## src/rtl/uart8_transceiver.sv

```systemverilog
// 8N1 UART transceiver: free-running baud generator, a transmitter and a
// 16x oversampling receiver sharing one clock. TX and RX run independently.
module uart8_transceiver #(
  parameter int CLOCK_RATE   = 12000000,
  parameter int BAUD_RATE    = 9600,
  parameter int TURBO_FRAMES = 0
) (
  input  logic       clk,
  input  logic       reset,
  input  logic       rxEn,
  input  logic       rxIn,
  output logic       rxBusy,
  output logic       rxDone,
  output logic       rxErr,
  output logic [7:0] rxOut,
  input  logic       txEn,
  input  logic       txStart,
  input  logic [7:0] txIn,
  output logic       txBusy,
  output logic       txDone,
  output logic       txOut
);

  localparam int TX_DIV = CLOCK_RATE / BAUD_RATE;
  localparam int RX_DIV = CLOCK_RATE / (16 * BAUD_RATE);
  localparam int TXW    = $clog2(TX_DIV + 1);
  localparam int RXW    = $clog2(RX_DIV + 1);
  localparam logic [TXW-1:0] TX_LAST = TXW'(TX_DIV - 1);
  localparam logic [TXW-1:0] TX_HALF = TXW'(TX_DIV / 2 - 1);
  localparam logic [RXW-1:0] RX_LAST = RXW'(RX_DIV - 1);

  typedef enum logic [2:0] {TX_IDLE, TX_START, TX_DATA, TX_STOP, TX_DONE} tx_state_t;
  typedef enum logic [2:0] {RX_IDLE, RX_START, RX_DATA, RX_STOP, RX_READY} rx_state_t;

  logic [TXW-1:0] tx_cnt;
  logic [RXW-1:0] rx_cnt;
  logic           tx_tick, rx_tick;
  logic           txClk;

  tx_state_t      tx_state;
  logic [7:0]     tx_shift;
  logic [2:0]     tx_bit;

  rx_state_t      rx_state;
  logic [1:0]     rx_sync;
  logic           rx_prev;
  logic           rx_s, rx_fall;
  logic [7:0]     rx_shift;
  logic [2:0]     rx_bit;
  logic [3:0]     rx_smp;

  assign tx_tick = (tx_cnt == TX_LAST);
  assign rx_tick = (rx_cnt == RX_LAST);
  assign rx_s    = rx_sync[1];
  assign rx_fall = rx_prev & ~rx_s;

  // Baud counters; txClk rises on the same edge the TX FSM advances.
  always_ff @(posedge clk) begin
    if (!reset) begin
      tx_cnt <= '0;
      rx_cnt <= '0;
      txClk  <= 1'b0;
    end else begin
      if (tx_tick) begin
        tx_cnt <= '0;
        txClk  <= 1'b1;
      end else begin
        tx_cnt <= tx_cnt + 1'b1;
        if (tx_cnt == TX_HALF) txClk <= 1'b0;
      end
      rx_cnt <= rx_tick ? '0 : rx_cnt + 1'b1;
    end
  end

  // Transmitter. In turbo mode the DONE period doubles as the stop bit so the
  // next start bit follows it directly; otherwise DONE is one idle bit.
  always_ff @(posedge clk) begin
    if (!reset) begin
      tx_state <= TX_IDLE;
      tx_shift <= '0;
      tx_bit   <= '0;
      txOut    <= 1'b1;
      txBusy   <= 1'b0;
      txDone   <= 1'b0;
    end else if (!txEn) begin
      tx_state <= TX_IDLE;
      txOut    <= 1'b1;
      txBusy   <= 1'b0;
      txDone   <= 1'b0;
    end else if (tx_tick) begin
      unique case (tx_state)
        TX_IDLE: begin
          txOut  <= 1'b1;
          txBusy <= 1'b0;
          txDone <= 1'b0;
          if (txStart) begin
            tx_shift <= txIn;
            tx_state <= TX_START;
            txOut    <= 1'b0;
            txBusy   <= 1'b1;
          end
        end
        TX_START: begin
          txOut    <= tx_shift[0];
          tx_shift <= {1'b0, tx_shift[7:1]};
          tx_bit   <= '0;
          tx_state <= TX_DATA;
        end
        TX_DATA: begin
          if (tx_bit == 3'd7) begin
            txOut <= 1'b1;
            if (TURBO_FRAMES != 0) begin
              tx_state <= TX_DONE;
              txBusy   <= 1'b0;
              txDone   <= 1'b1;
            end else begin
              tx_state <= TX_STOP;
            end
          end else begin
            txOut    <= tx_shift[0];
            tx_shift <= {1'b0, tx_shift[7:1]};
            tx_bit   <= tx_bit + 1'b1;
          end
        end
        TX_STOP: begin
          tx_state <= TX_DONE;
          txBusy   <= 1'b0;
          txDone   <= 1'b1;
        end
        TX_DONE: begin
          txDone <= 1'b0;
          if (txStart) begin
            tx_shift <= txIn;
            tx_state <= TX_START;
            txOut    <= 1'b0;
            txBusy   <= 1'b1;
          end else begin
            tx_state <= TX_IDLE;
          end
        end
        default: tx_state <= TX_IDLE;
      endcase
    end
  end

  // Two-flop synchronizer plus a delayed copy for falling-edge detection.
  always_ff @(posedge clk) begin
    if (!reset) begin
      rx_sync <= 2'b11;
      rx_prev <= 1'b1;
    end else begin
      rx_sync <= {rx_sync[0], rxIn};
      rx_prev <= rx_s;
    end
  end

  // Receiver. A start edge is also accepted in READY so back-to-back frames
  // from a turbo sender are not missed; that cuts rxDone short.
  always_ff @(posedge clk) begin
    if (!reset) begin
      rx_state <= RX_IDLE;
      rx_shift <= '0;
      rx_bit   <= '0;
      rx_smp   <= '0;
      rxBusy   <= 1'b0;
      rxDone   <= 1'b0;
      rxErr    <= 1'b0;
      rxOut    <= 8'h00;
    end else if (!rxEn) begin
      rx_state <= RX_IDLE;
      rxBusy   <= 1'b0;
      rxDone   <= 1'b0;
      rxErr    <= 1'b0;
    end else if ((rx_state == RX_IDLE || rx_state == RX_READY) && rx_fall) begin
      rx_state <= RX_START;
      rx_smp   <= '0;
      rxBusy   <= 1'b1;
      rxDone   <= 1'b0;
      rxErr    <= 1'b0;
    end else if (rx_tick) begin
      unique case (rx_state)
        RX_IDLE: ;
        RX_START: begin
          if (rx_smp == 4'd7) begin
            rx_smp <= '0;
            rx_bit <= '0;
            if (rx_s) begin
              rx_state <= RX_IDLE;
              rxBusy   <= 1'b0;
            end else begin
              rx_state <= RX_DATA;
            end
          end else begin
            rx_smp <= rx_smp + 1'b1;
          end
        end
        RX_DATA: begin
          if (rx_smp == 4'd15) begin
            rx_smp   <= '0;
            rx_shift <= {rx_s, rx_shift[7:1]};
            if (rx_bit == 3'd7) rx_state <= RX_STOP;
            else rx_bit <= rx_bit + 1'b1;
          end else begin
            rx_smp <= rx_smp + 1'b1;
          end
        end
        RX_STOP: begin
          if (rx_smp == 4'd15) begin
            rx_smp <= '0;
            rxBusy <= 1'b0;
            if (rx_s) begin
              rxOut    <= rx_shift;
              rxDone   <= 1'b1;
              rx_state <= RX_READY;
            end else begin
              rxErr    <= 1'b1;
              rx_state <= RX_IDLE;
            end
          end else begin
            rx_smp <= rx_smp + 1'b1;
          end
        end
        RX_READY: begin
          if (rx_smp == 4'd15) begin
            rx_smp   <= '0;
            rxDone   <= 1'b0;
            rx_state <= RX_IDLE;
          end else begin
            rx_smp <= rx_smp + 1'b1;
          end
        end
        default: rx_state <= RX_IDLE;
      endcase
    end
  end

endmodule

```

## config.mk

```make
export PLATFORM = sky130hd
export DESIGN_NAME = uart8_transceiver
export DESIGN_NICKNAME = d
export VERILOG_FILES = /design/src/rtl/uart8_transceiver.sv
export SDC_FILE = /design/constraint.sdc
export NUM_CORES = 1
export LEC_CHECK = 0
export ABC_AREA = 0
export CORE_ASPECT_RATIO = 0.6
export CORE_MARGIN = 1
export CORE_UTILIZATION = 35
export CTS_CLUSTER_DIAMETER = 30
export DETAILED_ROUTE_END_ITERATION = 8
export DONT_BUFFER_PORTS = 1
export SYNTH_ARGS = -nofsm -noshare
export SYNTH_HDL_FRONTEND = slang
export SYNTH_SLANG_ARGS = --single-unit
```

## constraint.sdc

```tcl
create_clock -name clk -period 2.7 [get_ports clk]
set_input_delay 0.27 -clock clk [delete_from_list [all_inputs] [get_ports clk]]
set_output_delay 0.27 -clock clk [all_outputs]
set_load 0.1 [all_outputs]
```

# Word-level counts from Yosys, hierarchy flattened
# Cells that the tools add are included.
[totals] reg_bits=67 output_inout_bits=14 elab_cells=144
[classes] addsub=5 eq_ne=33 mux=45 bitwise_logic=6 reduce_logical=36
[ops] op="3-bit two-way mux" n=12
[ops] op="3-bit case mux with 5 select lines" n=2
[ops] op="8-bit case mux with 3 select lines" n=1
[ops] op="7-bit AND reduction" n=3
[ops] op="2-bit != test, second input constant" n=10
[ops] op="5-bit AND reduction" n=4
[ops] op="4-bit two-way mux" n=4
[ops] op="8-bit two-way mux" n=2
[ops] op="1-bit two-way mux" n=15
[ops] op="3-bit != test, second input constant" n=5
[ops] op="3-bit by 2-bit equality test with 1-bit output, second input constant" n=4
[ops] op="3-bit equality test, second input constant" n=4
[ops] op="3-bit case mux with 2 select lines" n=2
[ops] op="3-bit AND reduction" n=4
[ops] op="3-bit nonzero test" n=4
[ops] op="11-bit by 1-bit adder with 11-bit output, second input constant" n=1
[ops] op="11-bit equality test, second input constant" n=1
[ops] op="2-bit nonzero test" n=5
[ops] op="4-bit case mux with 2 select lines" n=1
[ops] op="4-bit AND reduction" n=2
[ops] op="7-bit by 1-bit adder with 7-bit output, second input constant" n=1
[ops] op="7-bit equality test, second input constant" n=1
[ops] op="3-bit by 1-bit adder with 3-bit output, second input constant" n=2
[ops] op="3-bit by 1-bit equality test with 1-bit output, second input constant" n=2
[ops] op="other kinds (19)" n=33

# Logic depth before layout (Yosys ltp)
[logic_depth] depth_word=6 ltp_mapped=8 ltp_nobuf=6

# Worst setup path before layout
# Ideal clock, no wire load.
[synth_path] kind="register -> register" start="reg rx_cnt[0]" end="reg rx_smp[3]" setup_ps=126 arrival_ps=1749 t_required_ps=2574 slack_ps=824 path_stages_with_launch=7 path_buffers=1 period_less_slack_ps=1876 cell_sequence="dfxtp_1 -> ha_1 -> nand4bb_1 -> or4b_1 -> clkbuf_1 -> a21boi_1 -> o22ai_1"
[synth_between] elab_chain_len=3
[synth_rtl] element="start, declared" line="36" rtl="logic [RXW-1:0] rx_cnt;"
[synth_rtl] element="start signal, assigned" line="71" rtl="rx_cnt <= rx_tick ? '0 : rx_cnt + 1'b1;"
[synth_rtl] element="7-bit equality test" line="53" rtl="assign rx_tick = (rx_cnt == RX_LAST);"
[synth_rtl] element="2-bit nonzero test (no source line)"
[synth_rtl] element="3-bit AND reduction (no source line)"
[synth_rtl] element="end signal, assigned" line="194" rtl="rx_smp <= rx_smp + 1'b1;"
[synth_rtl] element="end signal, assigned" line="204" rtl="rx_smp <= rx_smp + 1'b1;"
[synth_rtl] element="end signal, assigned" line="220" rtl="rx_smp <= rx_smp + 1'b1;"
[synth_rtl] element="end, declared" line="50" rtl="logic [3:0] rx_smp;"
# No other way between the ends.
# A chain may end at the register's enable or synchronous reset.

# Worst setup path after layout
# Same ends and word-level chain as after synthesis.

==> impl_metrics.env <==
export IMPL_power_leakage_nw=1.36
export IMPL_synth_seq_cells=67
export IMPL_critPathTopFamily="simple AND/OR/NAND/NOR gates"
export IMPL_clk_path_buf_depth=2
export IMPL_status="finished, final reports clean"
export IMPL_yosysWarnings=0
export IMPL_wire_per_inst_um=13.6
export IMPL_area_growth_pct=14.9
export IMPL_synth_nets=382
export IMPL_cts_resized=0
export IMPL_syn_cell_area_um2=3240
export IMPL_drive_gt1_frac=0.125
export IMPL_worst_pin_slew_ns=0.983
export IMPL_regArea_um2=1340
export IMPL_totalWireLength_um=6540
export IMPL_power_density_nw_per_um2=624
export IMPL_grt_overflow_total=0
export IMPL_nFillCells=845
export IMPL_maxSlewViolCount=0
export IMPL_postCtsSetupBuffers=0
export IMPL_die_area_um2=9670
export IMPL_pre_cts_slack_ns=0.573
export IMPL_rsz0062_at_grt="no"
export IMPL_cts_buffers=9
export IMPL_grt_max_degree=61
export IMPL_cts_num_sinks=67
export IMPL_reg2reg_from="rx_cnt[0]$_SDFF_PP0_"
export IMPL_io_buffers=0
export IMPL_period_minus_slack_ns=2.13
export IMPL_design_area_um2=3730
export IMPL_start_kind="flop"
export IMPL_hold_end="rx_sync[1]$_SDFF_PN1_"
export IMPL_worst_path_max_fanout=6
export IMPL_grt_first_pass_wirelength_um=11700
export IMPL_io_pins=28
export IMPL_path_buf_inv=0
export IMPL_synth_xor_area_frac=0.0432
export IMPL_synthDistinctLibCells=56
export IMPL_crit_chain="ha_1, nand4bb_1, or4b_1, a21boi_1, o22ai_1"
export IMPL_dp_hpwl_um=4670
export IMPL_grt_usage=0.153
export IMPL_clk_pin_slew_ns=0.06
export IMPL_slowest_stage="or4b_1"
export IMPL_fin_ws_ns=0.574
export IMPL_synth_async_reset_ratio=0
export IMPL_yosys_area_share_simple=0.261
export IMPL_fin_cells=479
export IMPL_synth_top_family_by_area="simple AND/OR/NAND/NOR gates"
export IMPL_die_h_um=76.6
export IMPL_cts_tree="yes"
export IMPL_final_cell_mix="67 x dfxtp_1, 42 x nand2_1, 30 x mux2i_1"
export IMPL_period_share=0.788
export IMPL_drc=0
export IMPL_rows=26
export IMPL_synth_compound_gate_area_share=0.0872
export IMPL_synth_flop_cell="dfxtp_1"
export IMPL_min_from="reset"
export IMPL_insertion_delay_ns=0.33
export IMPL_worstRegToRegCells=5
export IMPL_placedCellCount=463
export IMPL_synth_mux_area_frac=0.117
export IMPL_viasPerCell=5.17
export IMPL_peakVddDrop_uv=469
export IMPL_cap_violations=0
export IMPL_hold_buffers=0
export IMPL_antenna_found_initial=0
export IMPL_hold_viol=0
export IMPL_criticalPathCategory="reg2reg"
export IMPL_synth_edf_count=0
export IMPL_synth_top_cell_area_share=0.414
export IMPL_max_stage_delay_ns=0.73
export IMPL_core_area_um2=8750
export IMPL_reg2reg_to="rx_smp[3]$_SDFFE_PN0P_"
export IMPL_seq_area_frac_synth=0.414
export IMPL_place_congestion=0.828
export IMPL_hp_class="in2reg"
export IMPL_n_antenna_cell=0
export IMPL_endpoint_kind="flop"
export IMPL_multi_input_area_um2=1770
export IMPL_cts_root_buffer="clkbuf_16"
export IMPL_grt_pass1_vias=2355
export IMPL_finClkSkew_ns=0.00667
export IMPL_synthAdderAreaFrac=0.0347
export IMPL_setup_tns_ns=0
export IMPL_drtIter0Drc=138
export IMPL_setup_viol=0
export IMPL_cts_htree_levels=3
export IMPL_reg2reg_slack_ns=0.57
export IMPL_initial_core_util=0.371
export IMPL_postPlaceCellArea_um2=3400
export IMPL_netlist_top_cells_area="dfxtp_1 41%, mux2i_1 9.3%, nand2_1 4.9%"
export IMPL_syn_area_per_cell_um2=9.03
export IMPL_routed_via_count=2475
export IMPL_max_freq_ghz=0.470
export IMPL_first_pass_iters=4
export IMPL_mostFrequentLayoutCell="dfxtp_1"
export IMPL_relSlewSlack=0.344
export IMPL_antenna_left=0
export IMPL_die_width_um=126
export IMPL_arrival_ns=2.33
export IMPL_num_nets_final=385
export IMPL_required_ns=2.90
export IMPL_yosys_area_top_type="dfxtp_1"
export IMPL_syn_inst=359
export IMPL_min_path_cells=1
[power by group]
group / switching [W] / internal (W)
Sequential: 0.0000117 / 0.000999
Combinational: 0.0000292 / 0.0000250
Clock: 0.000430 / 0.000832
[cell families after synthesis]
family	Yosys count
compound gates	43
xor+xnor	16
fa+ha+maj	9
buf+inv	32
flops	67
mux	37
simple gates	155
[layer usage]
metal,vias to the layer above,global-route usage,wire length (µm)
li1,1266,-,-
met1,1162,0.217,3530
met2,42,0.204,2590
met3,5,0.0639,355
met4,0,0.0482,64
met5,-,0,0
[how the worst max path moves through the flow]
stage	startpoint	to	slack, ns	cells after the start
after floorplan	rx_cnt[0]$_SDFF_PP0_	rx_smp[3]$_SDFFE_PN0P_	0.82	6
after global placement	rx_cnt[0]$_SDFF_PP0_	rx_smp[3]$_SDFFE_PN0P_	0.66	5
after detailed placement	rx_cnt[0]$_SDFF_PP0_	rx_smp[3]$_SDFFE_PN0P_	0.57	5
after CTS	rx_cnt[0]$_SDFF_PP0_	rx_smp[1]$_SDFFE_PN0P_	0.57	5
after global routing	rx_cnt[0]$_SDFF_PP0_	rx_bit[0]$_SDFFE_PN0P_	0.42	5
final	rx_cnt[0]$_SDFF_PP0_	rx_smp[3]$_SDFFE_PN0P_	0.57	5
[sequential cells by signal, summed over array words and instances, names as in the netlist]
name	flops
rx_prev	1
txOut	1
rx_state	3
rxOut	8
txBusy	1
rx_bit	3
rxErr	1
txDone	1
rx_smp	4
tx_state	3
tx_cnt	11
tx_bit	3
rxBusy	1
rx_shift	8
rxDone	1
rx_sync	2
tx_shift	8
rx_cnt	7
[layout make-up]
cell class | count | area share
clock inverters | 6 | 0.0238
inverters | 8 | 0.00806
flip-flops and latches | 67 | 0.360
clock buffers | 10 | 0.0641
well taps | 112 | 0.0376
repair buffers | 16 | 0.0322
multi-input cells | 260 | 0.474
[per-stage QoR]
stage	util	hold WS (ns)	power, W
final	0.426	0.0367	0.00233
after global routing	0.426	0.00943	0.00242
after CTS	0.426	0.00509	0.00236
after detailed placement	0.388	0.354	0.00109
after global placement	0.388	0.351	0.00108
after floorplan	-	0.371	0.00109
[cell usage after synthesis (2+ instances only)]
| cell | instances |
|---|---|
| xor2_1 | 9 |
| nand3_1 | 16 |
| or4_1 | 2 |
| mux2_2 | 7 |
| and2_1 | 3 |
| a21oi_1 | 12 |
| nor4_1 | 2 |
| o2111ai_1 | 2 |
| ha_1 | 9 |
| a2bb2oi_1 | 3 |
| nand2b_1 | 3 |
| dfxtp_1 | 67 |
| nor3b_1 | 4 |
| buf_6 | 2 |
| nand3b_1 | 3 |
| nand4bb_1 | 2 |
| mux2i_1 | 30 |
| o21ai_1 | 3 |
| buf_2 | 4 |
| nor2b_1 | 22 |
| nor4b_1 | 2 |
| or3_1 | 3 |
| inv_1 | 8 |
| a31oi_1 | 3 |
| or4b_1 | 2 |
| nand2_1 | 42 |
| xnor2_1 | 7 |
| clkbuf_1 | 18 |
| o21ai_0 | 5 |
| nor2_1 | 28 |
| o32ai_1 | 2 |
| nor3_1 | 5 |
| o22ai_1 | 2 |
| nand4_1 | 5 |
No activity file was read; power rests on OpenSTA's default activity.
